### src/rtl/pe_stream_sequencer_pkg.sv
// Shared types and constants for the PE stream sequencer: FSM state encoding,
// source-select codes and default group sizes.
package pe_stream_sequencer_pkg;

  typedef enum logic [2:0] {
    IDLE     = 3'd0,
    LOAD_W   = 3'd1,
    LOAD_O   = 3'd2,
    STREAM_I = 3'd3,
    DRAIN_O  = 3'd4,
    DONE     = 3'd5
  } state_e;

  localparam logic [1:0] SEL_W    = 2'd0;
  localparam logic [1:0] SEL_O    = 2'd1;
  localparam logic [1:0] SEL_I    = 2'd2;
  localparam logic [1:0] SEL_NONE = 2'd3;

  localparam int W_PE_GROUP_SIZE = 4;
  localparam int O_PE_GROUP_SIZE = 4;
  localparam int I_PE_GROUP_SIZE = W_PE_GROUP_SIZE + O_PE_GROUP_SIZE - 1;
  localparam int I_BLOCK_COUNT   = 4;

endpackage

### src/rtl/pe_stream_sequencer_beat_counter.sv
// Up-counter that wraps to zero on the enabled cycle where it sits at last_i;
// term_o flags that the current value is the terminal one.
module pe_beat_counter #(
  parameter int Width = 3
) (
  input  logic             clk,
  input  logic             sclr,
  input  logic             en_i,
  input  logic             clr_i,
  input  logic [Width-1:0] last_i,
  output logic             term_o
);

  logic [Width-1:0] count_q;
  logic [Width-1:0] count_d;

  assign term_o = (count_q == last_i);

  always_comb begin
    count_d = count_q;
    if (clr_i) begin
      count_d = '0;
    end else if (en_i) begin
      count_d = term_o ? '0 : count_q + Width'(1);
    end
  end

  always_ff @(posedge clk) begin
    if (sclr) begin
      count_q <= '0;
    end else begin
      count_q <= count_d;
    end
  end

endmodule

### src/rtl/pe_stream_sequencer.sv
// Control sequencer for the PE address controller: one start pulse loads the
// weights once, then runs I_BlockCount blocks of partial-sum load, input stream and drain.
module pe_stream_sequencer
  import pe_stream_sequencer_pkg::*;
#(
  parameter int W_PEGroupSize = W_PE_GROUP_SIZE,
  parameter int O_PEGroupSize = O_PE_GROUP_SIZE,
  parameter int I_BlockCount  = I_BLOCK_COUNT,
  parameter int CntWidth      = 3,
  parameter int BlkWidth      = 2
) (
  input  logic       clk,
  input  logic       sclr,
  input  logic       start,
  input  logic       src_valid,
  output logic       src_ready,
  output logic [1:0] src_sel,
  input  logic       out_ready,
  output logic       EN_W,
  output logic       EN_O_In,
  output logic       EN_I,
  output logic       EN_O_Out,
  output logic       busy,
  output logic       done
);

  localparam int I_PEGroupSize = W_PEGroupSize + O_PEGroupSize - 1;

  state_e state_q;
  state_e state_d;

  logic [CntWidth-1:0] beatLast;
  logic                beatTerm;
  logic                blkTerm;
  logic                beatEn;
  logic                blkEn;
  logic                passStart;

  always_comb begin
    state_d   = state_q;
    src_ready = 1'b0;
    src_sel   = SEL_NONE;
    EN_W      = 1'b0;
    EN_O_In   = 1'b0;
    EN_I      = 1'b0;
    EN_O_Out  = 1'b0;
    busy      = 1'b1;
    done      = 1'b0;
    beatLast  = '0;
    blkEn     = 1'b0;
    passStart = 1'b0;
    case (state_q)
      IDLE: begin
        busy      = 1'b0;
        passStart = start;
        if (start) state_d = LOAD_W;
      end
      LOAD_W: begin
        src_ready = 1'b1;
        src_sel   = SEL_W;
        EN_W      = src_valid;
        beatLast  = CntWidth'(W_PEGroupSize - 1);
        if (EN_W && beatTerm) state_d = LOAD_O;
      end
      LOAD_O: begin
        src_ready = 1'b1;
        src_sel   = SEL_O;
        EN_O_In   = src_valid;
        beatLast  = CntWidth'(O_PEGroupSize - 1);
        if (EN_O_In && beatTerm) state_d = STREAM_I;
      end
      STREAM_I: begin
        src_ready = 1'b1;
        src_sel   = SEL_I;
        EN_I      = src_valid;
        beatLast  = CntWidth'(I_PEGroupSize - 1);
        if (EN_I && beatTerm) state_d = DRAIN_O;
      end
      DRAIN_O: begin
        EN_O_Out = out_ready;
        beatLast = CntWidth'(O_PEGroupSize - 1);
        // The block counter steps on the last drain beat and self-clears after the final block.
        if (EN_O_Out && beatTerm) begin
          blkEn   = 1'b1;
          state_d = blkTerm ? DONE : LOAD_O;
        end
      end
      DONE: begin
        done    = 1'b1;
        state_d = IDLE;
      end
      default: state_d = IDLE;
    endcase
  end

  assign beatEn = EN_W | EN_O_In | EN_I | EN_O_Out;

  always_ff @(posedge clk) begin
    if (sclr) begin
      state_q <= IDLE;
    end else begin
      state_q <= state_d;
    end
  end

  pe_beat_counter #(.Width(CntWidth)) u_beat_cnt (
    .clk    (clk),
    .sclr   (sclr),
    .en_i   (beatEn),
    .clr_i  (passStart),
    .last_i (beatLast),
    .term_o (beatTerm)
  );

  pe_beat_counter #(.Width(BlkWidth)) u_blk_cnt (
    .clk    (clk),
    .sclr   (sclr),
    .en_i   (blkEn),
    .clr_i  (passStart),
    .last_i (BlkWidth'(I_BlockCount - 1)),
    .term_o (blkTerm)
  );

endmodule

### config.mk
export PLATFORM = sky130hd
export DESIGN_NAME = pe_stream_sequencer
export DESIGN_NICKNAME = d
export VERILOG_FILES = /design/src/rtl/pe_stream_sequencer_pkg.sv /design/src/rtl/pe_stream_sequencer_beat_counter.sv /design/src/rtl/pe_stream_sequencer.sv
export SDC_FILE = /design/constraint.sdc
export NUM_CORES = 1
export LEC_CHECK = 0
export CAP_MARGIN = 20
export CORE_MARGIN = 1.5
export CORE_UTILIZATION = 35
export DETAILED_ROUTE_END_ITERATION = 8
export GPL_TIMING_DRIVEN = 1
export HOLD_SLACK_MARGIN = 0.08
export PLACE_DENSITY = 0.7
export REMOVE_ABC_BUFFERS = 1
export SETUP_SLACK_MARGIN = 0.3
export SLEW_MARGIN = 0
export SYNTH_ARGS = -nofsm -noshare
export SYNTH_HDL_FRONTEND = slang
export SYNTH_SLANG_ARGS = --single-unit
### constraint.sdc
create_clock -name clk -period 2.6 [get_ports clk]
set_input_delay 0.52 -clock clk [delete_from_list [all_inputs] [get_ports clk]]
set_output_delay 0.52 -clock clk [all_outputs]
set_load 0.02 [all_outputs]
# ---- After elaboration in Yosys (flattened, before gate mapping)
# Index checks and enable logic that the tools add are counted.
dict set report word_totals {
  ff_bits 8
  in_bits 5
  out_inout_bits 9
  word_cells 48
}
dict set report classes {
  n_addsub 2
  eq_ne 12
  muxes 21
  n_bitwise 3
  n_reduce_logical 7
}
# cell n
set op_table {}
lappend op_table {{two-way mux 3 bit} 7}
lappend op_table {{one-hot mux 3 bit (5 select lines)} 1}
lappend op_table {{two-way mux 1 bit} 10}
lappend op_table {{!= test 2 bit (second input constant)} 5}
lappend op_table {{== test 3 x 2 -> 1 bit (second input constant)} 2}
lappend op_table {{== test 3 bit (second input constant)} 2}
lappend op_table {{one-hot mux 2 bit (3 select lines)} 1}
lappend op_table {{one-hot mux 3 bit (2 select lines)} 1}
lappend op_table {{OR reduction 3 bit} 2}
lappend op_table {{AND reduction 5 bit} 1}
lappend op_table {{adder 3 x 1 -> 3 bit (second input constant)} 1}
lappend op_table {{== test 3 x 1 -> 1 bit (second input constant)} 1}
lappend op_table {{== test 3 bit} 1}
lappend op_table {{logical NOT 3 bit} 1}
lappend op_table {{bitwise OR 1 bit} 3}
lappend op_table {{adder 2 x 1 -> 2 bit (second input constant)} 1}
lappend op_table {{== test 2 bit (second input constant)} 1}
lappend op_table {{logical AND 1 bit} 2}
lappend op_table {{two-way mux 2 bit} 1}
lappend op_table {{OR reduction 2 bit} 1}

# ---- Logic depth before layout (Yosys ltp)
# Gate-level depths: netlist of the first run.
dict set report depth {
  ltp_word 7
  ltp_mapped 6
  ltp_nobuf 5
}

# ---- Cells and area by module
# A second synthesis of the first run with hierarchy kept.
dict set report hier_totals {
  cells_unflattened 85
  hier_area_um2 679.4
}
# module n_inst cells_each area_each_um2 seq_area_each_um2
set by_module_without_submodules {}
lappend by_module_without_submodules {pe_stream_sequencer 1 50 365.4 60.1}
lappend by_module_without_submodules {{pe_beat_counter (u_beat_cnt)} 1 21 186.4 60.1}
lappend by_module_without_submodules {{pe_beat_counter (u_blk_cnt)} 1 14 127.6 40.0}

# ---- Least setup slack after synthesis of the first run
# No wires, ideal clock.
dict set report synth_path {
  kind {register to register}
  startpoint {reg state_q[1]}
  endpoint {reg u_blk_cnt.count_q[0]}
  setup_time_ns 0.126
  t_arrival_ns 1.702
  t_required_ns 2.474
  setup_slack_ns 0.772
  stages_incl_launch_ff 7
  synth_period_minus_slack_ns 1.828
  path_cell_list {dfxtp_1 > or3_1 > buf_6 > a2111o_1 > a31oi_2 > mux2i_1 > nor2_1}
}
dict set report synth_via {
  elab_chain_len 7
  elab_cells_between_ends 13
  classes_between {eq/ne: 5; mux: 4; reduce/logical: 4}
}
# element line_no
set synth_lines {}
lappend synth_lines {{from (decl)} pe_stream_sequencer.sv:29} ;# state_e state_q;
lappend synth_lines {{from (signal assigned)} pe_stream_sequencer.sv:102} ;# state_q <= state_d;
lappend synth_lines {{== test 3 bit (tied with other cells)} pe_stream_sequencer.sv:52} ;# case (state_q)
lappend synth_lines {{OR reduction 3 bit (no line)} -}
lappend synth_lines {{one-hot mux 3 bit (2 select lines)} pe_stream_sequencer.sv:52}
lappend synth_lines {{== test 3 bit} pe_stream_sequencer_beat_counter.sv:17} ;# assign term_o = (count_q == last_i);
lappend synth_lines {{logical AND 1 bit} pe_stream_sequencer.sv:83} ;# if (EN_O_Out && beatTerm) begin
lappend synth_lines {{two-way mux 1 bit} pe_stream_sequencer.sv:83}
lappend synth_lines {{two-way mux 1 bit} pe_stream_sequencer.sv:52}
lappend synth_lines {{to (signal assigned)} pe_stream_sequencer_beat_counter.sv:32} ;# count_q <= count_d;
lappend synth_lines {{to (decl)} pe_stream_sequencer_beat_counter.sv:14} ;# logic [Width-1:0] count_q;
# Several ways; a longest one is shown, not always the timed one.
# A chain may end at the register's enable or synchronous reset.

# ---- Final worst setup path of the first run
dict set report layout_path {
  startpoint {reg state_q[0]}
  endpoint {out src_sel[0]}
}
dict set report layout_via {
  elab_chain_len 2
  elab_cells_between_ends 4
  classes_between {eq/ne: 3; mux: 1}
}
# element line_no
set layout_lines {}
lappend layout_lines {{== test 3 x 2 -> 1 bit or == test 3 x 1 -> 1 bit (tied branches)} pe_stream_sequencer.sv:52}
lappend layout_lines {{one-hot mux 2 bit (3 select lines) *} pe_stream_sequencer.sv:52}
lappend layout_lines {{to (decl)} pe_stream_sequencer.sv:17} ;# output logic [1:0] src_sel,
# Every way passes the cells marked *; elsewhere a longest branch is shown, timed or not.

==> results.sh, run 1 <==
export IMPL_layout_skew_ps=1.71
export IMPL_critical_path_n_buffers_inverters=2
export IMPL_worst_slack_ps=376
export IMPL_grt_busiest_layer="met2"
export IMPL_grt_util_met1=0.202
export IMPL_die_area_sq_um=2290
export IMPL_clock_sinks=8
export IMPL_cts_root_buf="clkbuf_4"
export IMPL_timing_critical_path_cells="nor2b_1, inv_1, clkdlybuf4s50_1"
export IMPL_num_nets_final=106
export IMPL_synth_top_cell_by_area="dfxtp_1"
export IMPL_ys_seq_elements=8
export IMPL_maxSlewHeadroom=0.662
export IMPL_critPathCaptureType="output port"
export IMPL_synthesis_area_sq_um=706
export IMPL_grt_usage=0.153
export IMPL_min_period_over_period=0.855
export IMPL_antennaDiodeCount=0
export IMPL_chipHeight_um=47.9
export IMPL_i_o_buffers=13
export IMPL_cts_tree="done"
export IMPL_antenna_found_initial=0
export IMPL_syn_area_per_cell_sq_um=8.30
export IMPL_fp_row_count=16
export IMPL_setup_worst_path_class="flip-flop to output port"
export IMPL_netlist_area_leader_share=0.227
export IMPL_status="finished clean"
export IMPL_floorplan_core_area_sq_um=1920
export IMPL_met3_usage=0.0226
export IMPL_rr_worst_depth=5
export IMPL_path_clk_slew_ps=60
export IMPL_sum_of_internal_switching_and_leakage_power_mw=0.554
export IMPL_areaGrowthSynthToFinish_pct=21.1
export IMPL_grt_overflow_total=0
export IMPL_grt_setup_unrepaired="no"
export IMPL_crit_required_ps=2080
export IMPL_yosys_warnings=0
export IMPL_grtUsageMet2=0.245
export IMPL_numCtsBuffers=3
export IMPL_first_global_vias=564
export IMPL_cp_slowest_cell="clkdlybuf4s50_1"
export IMPL_worstMarginPinSlew_ps=500
export IMPL_edff_count_synth=0
export IMPL_synth_seq_area_share=0.227
export IMPL_grt_max_degree=18
export IMPL_vdd_ir_drop_worst_mv=0.307
export IMPL_power_leakage_nw=0.362
export IMPL_timing_critical_path_slowest_cell_delay_ps=550
export IMPL_power_density_nw_per_um2=648
export IMPL_hpwlAfterDp_um=1170
export IMPL_routedWlPerCell_um=12.2
export IMPL_timing_setup_tns_ps=0
export IMPL_max_cap_viol_count=0
export IMPL_floorplan_io_pins=14
export IMPL_holdCritPathClass="flip-flop to flip-flop"
export IMPL_post_synth_top_count_cell="nor2_1"
export IMPL_drt_drc_violations_left=0
export IMPL_min_delay_path_depth=2
export IMPL_start_util=0.367
export IMPL_pre_cts_ws_ps=208
export IMPL_drtIter0Drc=15
export IMPL_detailedRoute_firstPassIterationCount=4
export IMPL_cts_hold_repair_buffers=0
export IMPL_final_count_of_negative_setup_slack_endpoints=0
export IMPL_synth_async_reset_ratio=0
export IMPL_finalHoldViolations=0
export IMPL_avgViaCountPerCell=5.44
export IMPL_gp_routability_congestion=0.815
export IMPL_cts_buffer_depth=2
export IMPL_yosys_top_cells_area="dfxtp_1, nor2_1, mux2i_1"
export IMPL_setup_worst_path_start_class="flip-flop"
export IMPL_vias=675
export IMPL_post_layout_min_period_ps=2220
export IMPL_critical_path_top_delay_family="buffers and inverters"
export IMPL_worst_path_max_fanout=15
export IMPL_insertion_delay_ps=260
export IMPL_grt_pass1_wl_um=2440
export IMPL_cts_htree_levels=1
export IMPL_die_width_um=47.9
export IMPL_synth_cell_type_count=42
export IMPL_ys_top_cells_by_count="nor2_1, dfxtp_1, inv_1, o21ai_0, nand2_1"
export IMPL_max_freq_ghz=0.450
export IMPL_drive_gt1_frac=0.144
export IMPL_syn_inst=85
export IMPL_cp_depth=3
export IMPL_cp_arrival_ps=1700
export IMPL_wirelength_um=1520
export IMPL_route_antenna_remaining_nets=0
export IMPL_timing_max_transition_violations_final=0
export IMPL_synth_ff_type="dfxtp_1"
stage by stage:
step | hold slack, ps | util | instance area (sq um) | std cells
final | 506 | 0.445 | 855 | 124
after global routing | 561 | 0.445 | 855 | 124
after CTS | 518 | 0.443 | 851 | 124
after detailed placement | 504 | 0.432 | 831 | 121
after global placement | 485 | 0.432 | 831 | 121
after floorplan | 465 | - | 667 | 81
cell type report:
| class | count | area (sq um) |
|---|---|---|
| Timing Repair Buffer | 13 | 128 |
| Fill cell | 198 | 1070 |
| Clock buffer | 3 | 22.5 |
| Inverter | 7 | 28.8 |
| Sequential cell | 8 | 164 |
| Multi-Input combinational cell | 66 | 478 |
| Tap cell | 27 | 33.8 |
worst min-delay path: stages, from the launching register on:
cell and delay, ps:
dfxtp_1 330, mux2i_1 70, nor2_1 70
state kept, by name, indices dropped and copies added (netlist names):
signal and count:
u_beat_cnt.count_q 3, u_blk_cnt.count_q 2, state_q 3
routing by layer:
| layer | part of all wire | vias to the layer above |
|---|---|---|
| met5 | 0 | - |
| met4 | 0.015 | 0 |
| met3 | 0.049 | 3 |
| met2 | 0.43 | 24 |
| met1 | 0.51 | 303 |
| li1 | - | 345 |
what timing repair did:
item	CTS	global route
resized for setup	6	2
setup endpoints to repair	8	3
pin swaps	0	0
buffers inserted	0	0
cell usage in the layout (no fill, tap or decap), types with 2 or more instances in the layout:
master and n:
a21oi_1 3, xor2_1 2, mux2i_1 3, nand2b_1 2, inv_1 5, ha_1 2
nand2_1 4, o21ai_0 5, dfxtp_2 3, nor3_1 2, nor2b_1 3, o31ai_1 2
dlygate4sd2_1 4, o311ai_1 2, nor2_1 11, dfxtp_1 5, nor3b_1 2, clkbuf_4 3
a21o_1 2, clkdlybuf4s50_1 8
where the power goes:
part	internal [mW]	switching, mW
clock network	0.0531	0.0466
registers	0.136	0.0387
logic	0.131	0.150
total	0.319	0.235
kinds of logic after synthesis:
| kind of cell | after synthesis | share of synthesized area |
|---|---|---|
| mux | 3 | 0.0426 |
| buf+inv | 11 | 0.0958 |
| simple gates | 32 | 0.252 |
| compound gates | 26 | 0.310 |
| flops | 8 | 0.227 |
| fa+ha+maj | 2 | 0.0355 |
| xor+xnor | 3 | 0.0372 |
path summary, 6_finish.rpt:
| kind | from | to | slack, ps |
|---|---|---|---|
| worst max-delay path | state_q[0] | src_sel[0] | 380 |
| worst min-delay path | u_blk_cnt.count_q[1] | u_blk_cnt.count_q[1] | 510 |
| worst max register to register | state_q[1] | u_blk_cnt.count_q[0] | 570 |
| worst min register to register | u_blk_cnt.count_q[1] | u_blk_cnt.count_q[1] | 510 |
No activity file was read; power rests on OpenSTA's default activity.
==> run 2: changes to the inputs <==
CTS_CLUSTER_DIAMETER = 50   (was not set)
PLACE_DENSITY = 0.72   (was 0.7)
clock period = 2 ns   (was 2.6 ns; I/O delays follow)
==> results.sh, run 2 (synthesis results as in run 1) <==
export IMPL_vias=773
export IMPL_clock_sinks=8
export IMPL_cts_root_buf="clkbuf_4"
export IMPL_power_density_nw_per_um2=830
export IMPL_min_period_over_period=0.943
export IMPL_drt_drc_violations_left=0
export IMPL_sum_of_internal_switching_and_leakage_power_mw=0.847
export IMPL_grt_setup_unrepaired="yes"
export IMPL_pwr_share_clk=0.150
export IMPL_largestRegisters="state_q x3, u_beat_cnt.count_q x3, u_blk_cnt.count_q x2"
export IMPL_power_switching_fraction=0.421
export IMPL_layout_commonest_cell="buf_4"
export IMPL_cts_htree_levels=1
export IMPL_crit_required_ps=2150
export IMPL_cts_buffer_depth=2
export IMPL_drtIter0Drc=11
export IMPL_floorplan_io_pins=14
export IMPL_die_width_um=47.9
export IMPL_finalInstanceArea_sq_um=1020
export IMPL_worstMarginPinSlew_ps=442
export IMPL_top_library_cells_by_usage_in_the_layout_fill_and_taps_aside="buf_4, nor2_1, inv_1, o21ai_0, dfxtp_1"
export IMPL_i_o_buffers=13
export IMPL_grt_max_degree=17
export IMPL_power_leakage_nw=0.429
export IMPL_holdCritPathClass="flip-flop to flip-flop"
export IMPL_wirelength_um=1960
export IMPL_worst_path_max_fanout=7
export IMPL_status="finished clean"
export IMPL_chipHeight_um=47.9
export IMPL_timing_max_transition_violations_final=0
export IMPL_comb_power_share=0.606
export IMPL_route_antenna_remaining_nets=0
export IMPL_setup_worst_path_start_class="flip-flop"
export IMPL_antennaDiodeCount=0
export IMPL_seq_power_share=0.244
export IMPL_detailedRoute_firstPassIterationCount=4
export IMPL_number_of_fill_cells=199
export IMPL_place_area_sq_um=921
export IMPL_drive_gt1_frac=0.425
export IMPL_timing_setup_tns_ps=0
export IMPL_fp_row_count=16
export IMPL_power_internal_mw=0.490
export IMPL_first_global_vias=666
export IMPL_post_layout_min_period_ps=1890
export IMPL_avgViaCountPerCell=5.52
export IMPL_cts_hold_repair_buffers=0
export IMPL_die_area_sq_um=2290
export IMPL_path_clk_slew_ps=60
export IMPL_maxSlewHeadroom=0.702
export IMPL_hpwlAfterDp_um=1330
export IMPL_final_count_of_negative_setup_slack_endpoints=0
export IMPL_gp_routability_congestion=0.845
export IMPL_cp_arrival_ps=2030
export IMPL_numCtsBuffers=3
export IMPL_vdd_ir_drop_worst_mv=0.594
export IMPL_max_cap_viol_count=0
export IMPL_switchingPower_mw=0.357
export IMPL_grt_overflow_total=0
export IMPL_routedWlPerCell_um=14.0
export IMPL_start_util=0.367
export IMPL_r2r_setup_slack_ps=110
export IMPL_num_nets_final=122
export IMPL_max_freq_ghz=0.530
export IMPL_layout_skew_ps=10.4
export IMPL_setup_worst_path_class="flip-flop to flip-flop"
export IMPL_critPathCaptureType="flip-flop"
export IMPL_grt_pass1_wl_um=2950
export IMPL_floorplan_core_area_sq_um=1920
export IMPL_insertion_delay_ps=260
export IMPL_areaGrowthSynthToFinish_pct=44.5
export IMPL_antenna_found_initial=0
export IMPL_cts_tree="done"
export IMPL_grt_usage=0.183
export IMPL_finalHoldViolations=0
-- run 2: area by class of cell --
class	count	area, sq um	share of cell area
inverters	7	28.8	0.0282
well taps	27	33.8	0.0331
clock buffers	3	22.5	0.0221
multi-input cells	66	543	0.533
flip-flops and latches	8	169	0.166
repair buffers	29	223	0.218
-- run 2: worst max-delay path: stages (launching register included) --
cell	delay, ps
dfxtp_4	360
buf_4	150
nor2b_1	140
o311a_1	380
o31a_2	360
o311ai_2	270
a21oi_1	100
-- run 2: per-layer routing --
| metal | routed length [um] | GRT usage | share of wire | up-vias |
|---|---|---|---|---|
| li1 | - | - | - | 373 |
| met1 | 825 | 0.251 | 0.42 | 361 |
| met2 | 983 | 0.285 | 0.50 | 31 |
| met3 | 108 | 0.0113 | 0.055 | 8 |
| met4 | 45 | 0.0973 | 0.023 | 0 |
| met5 | 0 | 0 | 0 | - |
-- run 2: through the flow --
stage / instances / setup WS (ps) / utilization / hold slack, ps
floorplan: 81 / -2.64 / - / 465
global placement: 133 / -138 / 0.479 / 482
detailed placement: 133 / -136 / 0.479 / 520
CTS: 139 / 135 / 0.521 / 532
global route: 140 / 52.0 / 0.531 / 549
finish: 140 / 115 / 0.531 / 521
-- run 2: path summary, 6_finish.rpt --
| path | endpoint | depth (start not counted) | from |
|---|---|---|---|
| worst min register to register | u_blk_cnt.count_q[1] | 2 | u_blk_cnt.count_q[1] |
| worst max register to register | state_q[0] | 6 | state_q[2] |
| worst max-delay path | state_q[0] | 6 | state_q[2] |
| worst min-delay path | u_blk_cnt.count_q[1] | 2 | u_blk_cnt.count_q[1] |
-- run 2: power groups by stage --
| stage | Combinational (mW) | Sequential [mW] | Clock (mW) |
|---|---|---|---|
| 6_report | 0.513 | 0.207 | 0.127 |
| 5_1_grt | 0.555 | 0.210 | 0.141 |
| 4_1_cts | 0.479 | 0.205 | 0.133 |
| 3_5_place_dp | 0.458 | 0.206 | 0 |
| 3_3_place_gp | 0.452 | 0.204 | 0 |
| 2_1_floorplan | 0.251 | 0.213 | 0 |
-- run 2: timing repair --
action | in CTS | in global routing
pin swaps | 5 | 4
buffers inserted | 3 | 1
gates resized for setup | 38 | 16
setup endpoints to repair | 17 | 16
